<file path="config.mk">
export PLATFORM = sky130hd
export DESIGN_NAME = ay_bus_seq
export DESIGN_NICKNAME = d
export VERILOG_FILES = /design/src/rtl/ay_bus_pkg.sv /design/src/rtl/ay_rr_arb2.sv /design/src/rtl/ay_bus_seq.sv
export SDC_FILE = /design/constraint.sdc
export NUM_CORES = 1
export LEC_CHECK = 0
export BUFFER_PORTS_ARGS = -buffer_cell sky130_fd_sc_hd__clkbuf_2
export CAP_MARGIN = 20
export CELL_PAD_IN_SITES_DETAIL_PLACEMENT = 0
export CELL_PAD_IN_SITES_GLOBAL_PLACEMENT = 1
export CORE_ASPECT_RATIO = 0.6
export CORE_MARGIN = 3
export CORE_UTILIZATION = 40
export CTS_BUF_LIST = sky130_fd_sc_hd__clkbuf_2
export CTS_CLUSTER_DIAMETER = 100
export DETAILED_ROUTE_END_ITERATION = 16
export GPL_ROUTABILITY_DRIVEN = 1
export HOLD_SLACK_MARGIN = 0.02
export PLACE_DENSITY_LB_ADDON = 0.1
export SYNTH_ARGS = -nofsm -noshare
export SYNTH_HDL_FRONTEND = slang
export SYNTH_SLANG_ARGS = --single-unit
</file>
<file path="constraint.sdc">
create_clock -name clk -period 2.68 [get_ports clk]
set_input_delay 0.402 -clock clk [delete_from_list [all_inputs] [get_ports clk]]
set_output_delay 0.402 -clock clk [all_outputs]
set_load 0.03 [all_outputs]
</file>
<file path="src/rtl/ay_bus_pkg.sv">
// Shared types for the AY-3-8910 bus sequencer: FSM states, {bdir,bc1} bus codes
// and the decode from bus code to one-hot pseudo-command.
package ay_bus_pkg;

    typedef enum logic [2:0] {
        ST_IDLE,
        ST_ADDR,
        ST_GAP1,
        ST_WR,
        ST_RD,
        ST_GAP2,
        ST_DONE
    } state_t;

    localparam logic [1:0] INACT = 2'b00;
    localparam logic [1:0] LADDR = 2'b11;
    localparam logic [1:0] WRPSG = 2'b10;
    localparam logic [1:0] RDPSG = 2'b01;

    // One-hot ordering is {rdpsg, wrpsg, laddr, inact}.
    function automatic logic [3:0] cmd_onehot(input logic [1:0] cmd);
        logic [3:0] oh;
        case (cmd)
            LADDR:   oh = 4'b0010;
            WRPSG:   oh = 4'b0100;
            RDPSG:   oh = 4'b1000;
            default: oh = 4'b0001;
        endcase
        return oh;
    endfunction

endpackage

</file>
<file path="src/rtl/ay_rr_arb2.sv">
// Two-way round-robin arbiter; on contention the requester not served last wins.
module ay_rr_arb2 (
    input  logic       clk,
    input  logic       nreset,
    input  logic [1:0] req,
    input  logic       grant_en,
    output logic [1:0] gnt
);

    logic last_r1;

    always_comb begin
        gnt = 2'b00;
        if (grant_en) begin
            if (req == 2'b11) begin
                gnt = last_r1 ? 2'b01 : 2'b10;
            end else begin
                gnt = req;
            end
        end
    end

    // Starting as "r1 served last" makes r0 win the first contention after reset.
    always_ff @(posedge clk or negedge nreset) begin
        if (!nreset) begin
            last_r1 <= 1'b1;
        end else if (|gnt) begin
            last_r1 <= gnt[1];
        end
    end

endmodule

</file>
<file path="src/rtl/ay_bus_seq.sv">
// AY-3-8910 PSG bus-cycle sequencer: arbitrates two register-level requesters and
// drives BDIR/BC1 plus the data bus through LADDR/WRPSG/RDPSG phases.
module ay_bus_seq
    import ay_bus_pkg::*;
#(
    parameter int T_ADDR     = 4,
    parameter int T_GAP      = 2,
    parameter int T_WR       = 4,
    parameter int T_RD       = 4,
    parameter int CNT_W      = 4,
    parameter bit ADDR_CACHE = 1'b1
) (
    input  logic       clk,
    input  logic       nreset,
    input  logic       r0_req,
    input  logic       r0_we,
    input  logic [3:0] r0_addr,
    input  logic [7:0] r0_wdata,
    output logic       r0_ack,
    input  logic       r1_req,
    input  logic       r1_we,
    input  logic [3:0] r1_addr,
    input  logic [7:0] r1_wdata,
    output logic       r1_ack,
    output logic [7:0] rdata,
    output logic       ay_bdir,
    output logic       ay_bc1,
    output logic [7:0] ay_da_out,
    output logic       ay_da_oe,
    input  logic [7:0] ay_da_in,
    output logic       ay_inact,
    output logic       ay_laddr,
    output logic       ay_wrpsg,
    output logic       ay_rdpsg
);

    localparam int CNT_MAX = (1 << CNT_W) - 1;

    if (T_ADDR < 1 || T_ADDR > CNT_MAX) begin : g_bad_t_addr
        $error("ay_bus_seq: T_ADDR out of range for CNT_W");
    end
    if (T_GAP < 1 || T_GAP > CNT_MAX) begin : g_bad_t_gap
        $error("ay_bus_seq: T_GAP out of range for CNT_W");
    end
    if (T_WR < 1 || T_WR > CNT_MAX) begin : g_bad_t_wr
        $error("ay_bus_seq: T_WR out of range for CNT_W");
    end
    if (T_RD < 1 || T_RD > CNT_MAX) begin : g_bad_t_rd
        $error("ay_bus_seq: T_RD out of range for CNT_W");
    end

    localparam logic [CNT_W-1:0] LD_ADDR = CNT_W'(T_ADDR);
    localparam logic [CNT_W-1:0] LD_GAP  = CNT_W'(T_GAP);
    localparam logic [CNT_W-1:0] LD_WR   = CNT_W'(T_WR);
    localparam logic [CNT_W-1:0] LD_RD   = CNT_W'(T_RD);
    localparam logic [CNT_W-1:0] ONE     = CNT_W'(1);

    state_t           state, state_nx;
    logic [CNT_W-1:0] cnt, cnt_nx;
    logic             cnt_last;

    logic [3:0] lat_addr;
    logic       lat_we;
    logic [7:0] lat_wdata;
    logic       sel_r1;

    logic       cache_valid;
    logic [3:0] cache_addr;

    logic [1:0] gnt;
    logic       grant;
    logic [3:0] g_addr;
    logic       g_we;
    logic [7:0] g_wdata;
    logic       hit;
    logic [1:0] cmd;

    ay_rr_arb2 u_arb (
        .clk      (clk),
        .nreset   (nreset),
        .req      ({r1_req, r0_req}),
        .grant_en (state == ST_IDLE),
        .gnt      (gnt)
    );

    assign grant    = |gnt;
    assign g_addr   = gnt[1] ? r1_addr  : r0_addr;
    assign g_we     = gnt[1] ? r1_we    : r0_we;
    assign g_wdata  = gnt[1] ? r1_wdata : r0_wdata;
    assign hit      = ADDR_CACHE && cache_valid && (cache_addr == g_addr);
    assign cnt_last = (cnt == ONE);

    always_comb begin
        state_nx = state;
        cnt_nx   = cnt;
        case (state)
            ST_IDLE: begin
                if (grant) begin
                    if (!hit) begin
                        state_nx = ST_ADDR;
                        cnt_nx   = LD_ADDR;
                    end else if (g_we) begin
                        state_nx = ST_WR;
                        cnt_nx   = LD_WR;
                    end else begin
                        state_nx = ST_RD;
                        cnt_nx   = LD_RD;
                    end
                end
            end
            ST_ADDR: begin
                if (cnt_last) begin
                    state_nx = ST_GAP1;
                    cnt_nx   = LD_GAP;
                end else begin
                    cnt_nx = cnt - ONE;
                end
            end
            ST_GAP1: begin
                if (cnt_last) begin
                    state_nx = lat_we ? ST_WR : ST_RD;
                    cnt_nx   = lat_we ? LD_WR : LD_RD;
                end else begin
                    cnt_nx = cnt - ONE;
                end
            end
            ST_WR, ST_RD: begin
                if (cnt_last) begin
                    state_nx = ST_GAP2;
                    cnt_nx   = LD_GAP;
                end else begin
                    cnt_nx = cnt - ONE;
                end
            end
            ST_GAP2: begin
                if (cnt_last) begin
                    state_nx = ST_DONE;
                end else begin
                    cnt_nx = cnt - ONE;
                end
            end
            default: state_nx = ST_IDLE;
        endcase
    end

    always_ff @(posedge clk or negedge nreset) begin
        if (!nreset) begin
            state <= ST_IDLE;
            cnt   <= '0;
        end else begin
            state <= state_nx;
            cnt   <= cnt_nx;
        end
    end

    // Request fields are captured once at grant so requesters may change them afterwards.
    always_ff @(posedge clk or negedge nreset) begin
        if (!nreset) begin
            lat_addr  <= '0;
            lat_we    <= 1'b0;
            lat_wdata <= '0;
            sel_r1    <= 1'b0;
        end else if (state == ST_IDLE && grant) begin
            lat_addr  <= g_addr;
            lat_we    <= g_we;
            lat_wdata <= g_wdata;
            sel_r1    <= gnt[1];
        end
    end

    always_ff @(posedge clk or negedge nreset) begin
        if (!nreset) begin
            cache_valid <= 1'b0;
            cache_addr  <= '0;
        end else if (state == ST_ADDR && cnt_last) begin
            cache_valid <= 1'b1;
            cache_addr  <= lat_addr;
        end
    end

    always_ff @(posedge clk or negedge nreset) begin
        if (!nreset) begin
            rdata <= '0;
        end else if (state == ST_RD && cnt_last) begin
            rdata <= ay_da_in;
        end
    end

    // Bus outputs decode straight from state so an async reset clears them at once.
    always_comb begin
        cmd       = INACT;
        ay_da_out = 8'h00;
        ay_da_oe  = 1'b0;
        r0_ack    = 1'b0;
        r1_ack    = 1'b0;
        case (state)
            ST_ADDR: begin
                cmd       = LADDR;
                ay_da_out = {4'h0, lat_addr};
                ay_da_oe  = 1'b1;
            end
            ST_GAP1: begin
                ay_da_out = {4'h0, lat_addr};
                ay_da_oe  = 1'b1;
            end
            ST_WR: begin
                cmd       = WRPSG;
                ay_da_out = lat_wdata;
                ay_da_oe  = 1'b1;
            end
            ST_RD: begin
                cmd = RDPSG;
            end
            ST_GAP2: begin
                ay_da_out = lat_we ? lat_wdata : 8'h00;
                ay_da_oe  = lat_we;
            end
            ST_DONE: begin
                r0_ack = !sel_r1;
                r1_ack = sel_r1;
            end
            default: ;
        endcase
    end

    assign {ay_bdir, ay_bc1} = cmd;
    assign {ay_rdpsg, ay_wrpsg, ay_laddr, ay_inact} = cmd_onehot(cmd);

endmodule

</file>
Word-level counts from Yosys, hierarchy flattened

Cells that the tools add are included.

Reductions and logical operators: 14
$add $sub $neg: 1
Muxes and demuxes: 27
Equality and inequality tests: 18

Operators by type and width:

| kind                                                               | count |
|---|---|
| 3-bit 2-to-1 mux                                                   | 8 |
| 8-bit one-hot mux with 3 select lines                              | 1 |
| 4-bit 2-to-1 mux                                                   | 5 |
| 8-bit 2-to-1 mux                                                   | 2 |
| 4-bit one-hot mux with 4 select lines                              | 1 |
| 3-bit one-hot mux with 5 select lines                              | 1 |
| 2-bit != test, second input constant                               | 6 |
| 4-bit one-hot mux with 3 select lines                              | 1 |
| 3-bit == test, second input constant                               | 3 |
| 2-bit == test, second input constant                               | 3 |
| 3-bit by 2-bit == test with 1-bit output, second input constant    | 2 |
| 2-bit 2-to-1 mux                                                   | 3 |
| 2-bit one-hot mux with 3 select lines                              | 1 |
| 2-bit OR reduction                                                 | 3 |
| 3-bit OR reduction                                                 | 2 |
| 5-bit AND reduction                                                | 1 |
| 4-bit by 1-bit == test with 1-bit output, second input constant    | 1 |
| 4-bit == test                                                      | 1 |
| 1-bit logical AND                                                  | 4 |
| 4-bit nonzero test                                                 | 1 |
| 4-bit by 1-bit subtractor with 4-bit output, second input constant | 1 |
| 3-bit by 1-bit == test with 1-bit output, second input constant    | 1 |
| 3-bit zero test                                                    | 1 |
| 1-bit 2-to-1 mux                                                   | 3 |
| 4 further kinds                                                    | 4 |

Output and inout port bits: 25
Register bits after elaboration: 35
Logic and storage cells: 70

Longest topological paths before layout

Gate-level depths: netlist (run 1).

Depth after elaboration: 9
Mapped depth: 8

By module

A second synthesis (run 1) with hierarchy kept.

Cell total of the unflattened synthesis: 209
Area, all modules: 2,035.7 µm²

By module, submodules not included:

| module     | area an instance (µm²) | cells each | seq. area each (µm²) | instances |
|---|---|---|---|---|
| ay_bus_seq | 1,973.1                | 201        | 850.8                | 1 |
| ay_rr_arb2 | 62.6                   | 8          | 26.3                 | 1 |

Worst setup path before layout (run 1)

OpenSTA, ideal clock, no wires.

Kind: reg2out
Start: reg state[1]
End: out ay_da_out[0]
Cell stages (with the launch flop): 6
Arrival: 1.987 ns
Buffers on the path: 2
Path slack: 0.291 ns
Required time: 2.278 ns
Cells stage by stage: dfrtp_1 clkbuf_1 buf_1 nor2b_1 a22oi_1 o21ai_0

Word-level cells in the longest chain between the ends: 3

RTL lines:

| element                                                                                                     | line              | text |
|---|---|---|
| from (decl)                                                                                                 | ay_bus_seq.sv:58  | `state_t state, state_nx;` |
| from (signal assigned)                                                                                      | ay_bus_seq.sv:151 | `state <= state_nx;` |
| 3-bit by 1-bit == test with 1-bit output / 3-bit by 2-bit == test with 1-bit output (equally long branches) | ay_bus_seq.sv:196 | `case (state)` |
| 2-bit OR reduction (no source line)                                                                         | -                 |  |
| 8-bit one-hot mux with 3 select lines *                                                                     | ay_bus_seq.sv:196 |  |
| to (decl)                                                                                                   | ay_bus_seq.sv:28  | `output logic [7:0] ay_da_out,` |

Mark *: on every way between the ends. The rest lies on a longest branch, timed or not.

Worst setup path after layout (run 1)

Start: reg state[1]
End: out ay_da_out[5]

Same word-level chain as after synthesis.

==> results_dict.tcl, run 1 <==
set metrics [dict create \
    status "finished, final reports clean" \
    htreeDepth 2 \
    io_pins 63 \
    num_rows 19 \
    rsz0062_at_grt "no" \
    layout.nets 326 \
    die_h_um 62.24 \
    min_path_type "in -> async" \
    drt_iter0_drc 134 \
    p_int_mw 1.574 \
    maxCapViolations 0 \
    initial_core_util_pct 43.69 \
    fin_crit_sh_pct 89.57 \
    multi_input_area_um2 1146 \
    wl_per_cell_um 15.42 \
    ff_latch_area_um2 877.1 \
    clkLatencyLatePin_ns 0.38 \
    cts_hold_buf 0 \
    synth-simple-area-share_pct 18.22 \
    dieWidth_um 99.73 \
    placed_cells 342 \
    areaGrowthSynthToFinish_pct 19.17 \
    cts_buffer_depth 2 \
    muxShareOfSynthArea_pct 12.40 \
    setup_viol 0 \
    clkPwrFrac_pct 8.1 \
    vias 1839 \
    crit_family "buffers and inverters" \
    synth_fp_nets 266 \
    final_util_pct 52.06 \
    cp.arrival_ns 2.00 \
    setup_slack_ns 0.2795 \
    gp_congestion 0.8062 \
    cts-root-buf "clkbuf_2" \
    power.net_switching_mw 1.563 \
    grt_max_degree 36 \
    cp-end-kind "primary output" \
    yosysSeqAreaShare_pct 41.60 \
    final_cells 350 \
    grtUsageTotal_pct 18.03 \
    power_density_nw_per_um2 1249 \
    path_buf_inv 2 \
    critPathKind "reg -> out" \
    cp.required_ns 2.28 \
    syn_area_per_cell_um2 9.329 \
    cts-buffers-inserted 5 \
    fin_hold_ws_ns 0.09900 \
    synth_top_family_by_area "compound AO/OA/AOI/OAI gates" \
    crit_fanout 29 \
    startpoint_type "register" \
    drtAntennaViolNets 0 \
    io_buffers 62 \
    synthXorXnorAreaFrac_pct 1.246 \
    cts.clk_slew.worst_paths_ns 0.20 \
    cts_sinks 35 \
    coreArea_um2 4826 \
    synth_edf_count 0 \
    drc 0 \
    synth_flop_cell "dfrtp_1" \
    synth_cells 226 \
    max_stage_delay_ns 0.38 \
    p_comb_share_pct 60.8 \
    worst_pin_slew_ns 0.8718 \
    rrSetupSlack_ns 0.59 \
    nFillCells 478 \
    grt_pass1_vias 1737 \
    cp_slowest_cell "dfrtp_1" \
    relSlewSlack_pct 41.88 \
    fin_area_um2 2512 \
    post_synth_num_cell_types 49 \
    period_needed_ns 2.401 \
    switching_share_pct 49.82 \
    routed_wl_mm 5.397 \
    hold_viol_final 0 \
    cts_setup_buffers 0 \
    finalMaxSlewViolations 0 \
    irDropWorstVdd_mv 0.4600 \
    synthAdderAreaFrac_pct 1.187 \
    place_ws_ns 0.6004 \
    post_cts_resized 0 \
    reg2reg_depth 5 \
    via_per_inst 5.254 \
    ys_seq_elements 35 \
    leakage_nw 1.197 \
    dp_hpwl_mm 3.979 \
    ys.warnings.count 0 \
    async_flop_share_pct 100.0 \
    drive_above_1_share_pct 35.19 \
    fin_worst_skew_ns 0.02590 \
    seqPwrFrac_pct 31.1 \
    finalSetupTns_ns 0 \
    max_freq_ghz 0.4166 \
    p_total_mw 3.137 \
    antenna_found_initial 0 \
    r2r-start "state[2]" \
    path_cells "buf_4, nor2b_1, o21a_1, and2_1, clkbuf_2" \
    grt_first_pass_wirelength_mm 8.949 \
    grt-ovfl-total 0 \
    antennaDiodeCount 0 \
    syn_area_um2 2108 \
    drt_pass1_iterations 4 \
    place_area_um2 2472 \
    worst_r2r_endpoint "state[0]" \
    die_area_um2 6206 \
    synth_compound_area_share_pct 21.31 \
    cts_tree "yes" \
]
-- cells in the final DEF (no fill, tap or decap), types with 6 or more instances in the layout --
| cell type | instances |
|---|---|
| nand2b_1 | 6 |
| nor2_1 | 17 |
| o22ai_1 | 8 |
| clkbuf_2 | 69 |
| mux2_2 | 17 |
| nand2_1 | 31 |
| inv_1 | 6 |
| o21ai_0 | 22 |
| dfrtp_1 | 34 |
-- flip-flops by register name, indices dropped and copies added (netlist names) --
signal and count:
rdata 8, cache_valid 1, lat_wdata 8, lat_addr 4
state 3, lat_we 1, u_arb.last_r1 1, sel_r1 1
cache_addr 4, cnt 4
-- power by group through the flow --
stage          Clock, mW  Combinational [mW]  Sequential, mW
6_report           0.254                1.91           0.975
5_1_grt            0.288                2.11            1.01
4_1_cts            0.264                1.91           0.974
3_5_place_dp           0                1.91           0.987
3_3_place_gp           0                1.90           0.984
2_1_floorplan          0                1.34            1.06
-- cell families (layout without fill, tap and decap cells) --
family                     Yosys count  count (layout)
muxes                               23              23
buffers and inverters               20              81
AOI/OAI and AO/OA                   65              65
adders and majority gates            2               2
and+or+nand+nor                     78              78
DFF                                 35              35
xor gates and xnor gates             3               3
-- per-layer routing --
layer	GRT usage (%)	routed length [um]	vias to the layer above
met4	3.066	0	0
met5	0	0	-
met2	23.42	2116	53
met3	4.586	363	0
li1	-	-	939
met1	29.56	2916	847
-- layout make-up --
class / count / area share [%]
clock buffers: 7 / 1.394
clock inverters: 1 / 0.1992
inverters: 6 / 0.8964
multi-input cells: 171 / 45.62
flip-flops and latches: 35 / 34.91
well taps: 63 / 3.137
repair buffers: 67 / 13.84
-- how the worst max path moves through the flow --
stage | startpoint | end | cells after the start
final | state[1] | ay_da_out[5] | 5
after detailed placement | state[2] | state[0] | 5
after global placement | cnt[0] | cnt[1] | 5
after CTS | state[1] | ay_da_out[5] | 5
after global routing | state[1] | ay_da_out[5] | 5
after floorplan | state[1] | ay_da_out[0] | 5
-- synth_stat cells, types with 2 or more instances --
| library cell | count | area (um^2) |
|---|---|---|
| a31oi_1 | 2 | 12.51 |
| o21ai_0 | 22 | 110.1 |
| nor3_1 | 5 | 25.02 |
| buf_2 | 2 | 10.01 |
| o21a_1 | 2 | 15.01 |
| nand2b_1 | 6 | 37.54 |
| a221oi_1 | 2 | 17.52 |
| ha_1 | 2 | 25.02 |
| a21o_1 | 4 | 30.03 |
| mux2i_1 | 4 | 40.04 |
| inv_1 | 6 | 22.52 |
| xor2_1 | 2 | 17.52 |
| mux2_2 | 17 | 191.4 |
| clkbuf_1 | 10 | 37.54 |
| nand3_1 | 2 | 10.01 |
| dfrtp_1 | 34 | 850.8 |
| nor2_1 | 17 | 63.81 |
| nand2_1 | 31 | 116.4 |
| nor2b_1 | 5 | 31.28 |
| o22ai_1 | 8 | 50.05 |
| o31ai_1 | 2 | 15.01 |
| a222oi_1 | 2 | 20.02 |
| mux2_4 | 2 | 30.03 |
| a22oi_1 | 5 | 37.54 |
| a21oi_1 | 4 | 20.02 |
| and2_1 | 5 | 31.28 |
(Power assumes the default switching activity.)
==> inputs of run 2 (changes only) <==
- CORE_UTILIZATION: 40 -> 43
- clock period: 2.68 -> 3.1 ns (I/O delays scaled with it)
==> run 2 against run 1 <==
Against the previous run: first-iteration DRC count increased by 33%; highest routed layer unchanged; largest power group unchanged; via count decreased by 1.6%; die area decreased by 6.4%.
==> results_dict.tcl, run 2 (synthesis gave the netlist of run 1 again) <==
set metrics [dict create \
    reg2reg_depth 5 \
    drc 0 \
    fin_crit_sh_pct 78.08 \
    io_pins 63 \
    cts_buffer_depth 2 \
    grt_pass1_vias 1563 \
    drt_pass1_iterations 4 \
    r2r-start "state[2]" \
    largest_registers "lat_wdata: 8 flops, rdata: 8 flops" \
    gp_congestion 0.7711 \
    drive_above_1_share_pct 34.62 \
    grtUsageTotal_pct 18.62 \
    die_area_um2 5807 \
    min_path_type "in -> async" \
    drt_iter0_drc 178 \
    num_rows 19 \
    finalMaxSlewViolations 0 \
    worst_pin_slew_ns 0.8714 \
    multi_input_area_um2 1146 \
    rrSetupSlack_ns 0.97 \
    p_int_mw 1.348 \
    coreArea_um2 4659 \
    switching_share_pct 49.47 \
    finalSetupTns_ns 0 \
    cts.clk_slew.worst_paths_ns 0.20 \
    grt-ovfl-total 0 \
    fin_hold_ws_ns 0.1573 \
    areaGrowthSynthToFinish_pct 18.75 \
    nFillCells 437 \
    grt_first_pass_wirelength_mm 8.045 \
    post_cts_resized 0 \
    via_per_inst 5.186 \
    cp.required_ns 2.63 \
    worst_r2r_endpoint "state[0]" \
    grt_max_degree 36 \
    setup_viol 0 \
    cp.arrival_ns 1.96 \
    fin_worst_skew_ns 0.01811 \
    rsz0062_at_grt "no" \
    startpoint_type "register" \
    relSlewSlack_pct 41.90 \
    layout.nets 325 \
    antenna_found_initial 0 \
    status "finished, final reports clean" \
    clkLatencyLatePin_ns 0.38 \
    p_comb_share_pct 60.4 \
    leakage_nw 1.189 \
    layout_common_cells "clkbuf_2, dfrtp_1, nand2_1" \
    maxCapViolations 0 \
    clkPwrFrac_pct 8.1 \
    layout_commonest_cell "clkbuf_2" \
    cts_sinks 35 \
    cts_tree "yes" \
    period_needed_ns 2.420 \
    power_density_nw_per_um2 1066 \
    drtAntennaViolNets 0 \
    cts-buffers-inserted 5 \
    critPathKind "reg -> out" \
    cts_setup_buffers 0 \
    dieWidth_um 96.40 \
    io_buffers 62 \
    wl_per_cell_um 14.33 \
    power.net_switching_mw 1.320 \
    cts-root-buf "clkbuf_2" \
    cp-end-kind "primary output" \
    routed_wl_mm 5.000 \
    seqPwrFrac_pct 31.5 \
    vias 1810 \
    dp_hpwl_mm 3.684 \
    max_freq_ghz 0.4132 \
    initial_core_util_pct 45.25 \
    antennaDiodeCount 0 \
    cts_hold_buf 0 \
    ff_latch_area_um2 877.1 \
    htreeDepth 2 \
    hold_viol_final 0 \
    die_h_um 60.24 \
    crit_fanout 29 \
    irDropWorstVdd_mv 0.4786 \
]
==> run 2: cell count changes in the layout (fill, tap and decap cells not counted) <==
| cell | previous run | this run |
|---|---|---|
| buf_4 | 5 | 4 |
| clkbuf_2 | 69 | 68 |
| clkinv_1 | 0 | 1 |
==> run 2: worst max path at each step <==
stage | from | end | cells after the start
floorplan | state[1] | ay_da_out[0] | 5
global placement | state[2] | state[0] | 5
detailed placement | state[2] | state[0] | 5
CTS | state[1] | ay_da_out[5] | 5
global route | state[1] | ay_da_out[5] | 5
finish | state[1] | ay_da_out[5] | 5
==> run 2: metrics by stage <==
step | util (%) | cell area (um^2) | std cells | total power, mW | setup WS [ns]
after global routing | 53.73 | 2504 | 349 | 2.920 | 0.4566
after detailed placement | 52.90 | 2465 | 341 | 2.466 | 0.9753
after global placement | 52.90 | 2465 | 341 | 2.470 | 0.9887
after CTS | 53.73 | 2504 | 349 | 2.688 | 0.6615
after floorplan | - | 2108 | 226 | 2.072 | 0.6476
final | 53.73 | 2504 | 349 | 2.668 | 0.6797
==> run 2: worst max-delay path: stages (launching register included) <==
cell      delay (ns)
dfrtp_1         0.37
buf_4           0.29
nor2b_1         0.34
o21a_1          0.25
and2_1          0.15
clkbuf_2        0.20
==> run 2: layer usage <==
metal	wire [um]	part of all wire [%]	track usage [%]
met1	2712	54	30.48
met2	1905	38	23.75
met3	382	7.6	4.528
met4	0	0	4.192
met5	0	0	0
==> run 2: cell type report <==
| class | count | area share, % |
|---|---|---|
| multi-input cells | 171 | 45.78 |
| flip-flops and latches | 35 | 35.03 |
| repair buffers | 66 | 13.59 |
| well taps | 63 | 3.148 |
| clock buffers | 6 | 1.199 |
| inverters | 6 | 0.8996 |
| clock inverters | 2 | 0.3498 |
==> run 2: power by group through the flow <==
stage,Combinational [mW],Sequential (mW),Clock (mW)
finish,1.61,0.841,0.216
global route,1.79,0.881,0.252
CTS,1.62,0.841,0.225
detailed placement,1.61,0.852,0
global placement,1.62,0.851,0
floorplan,1.16,0.916,0
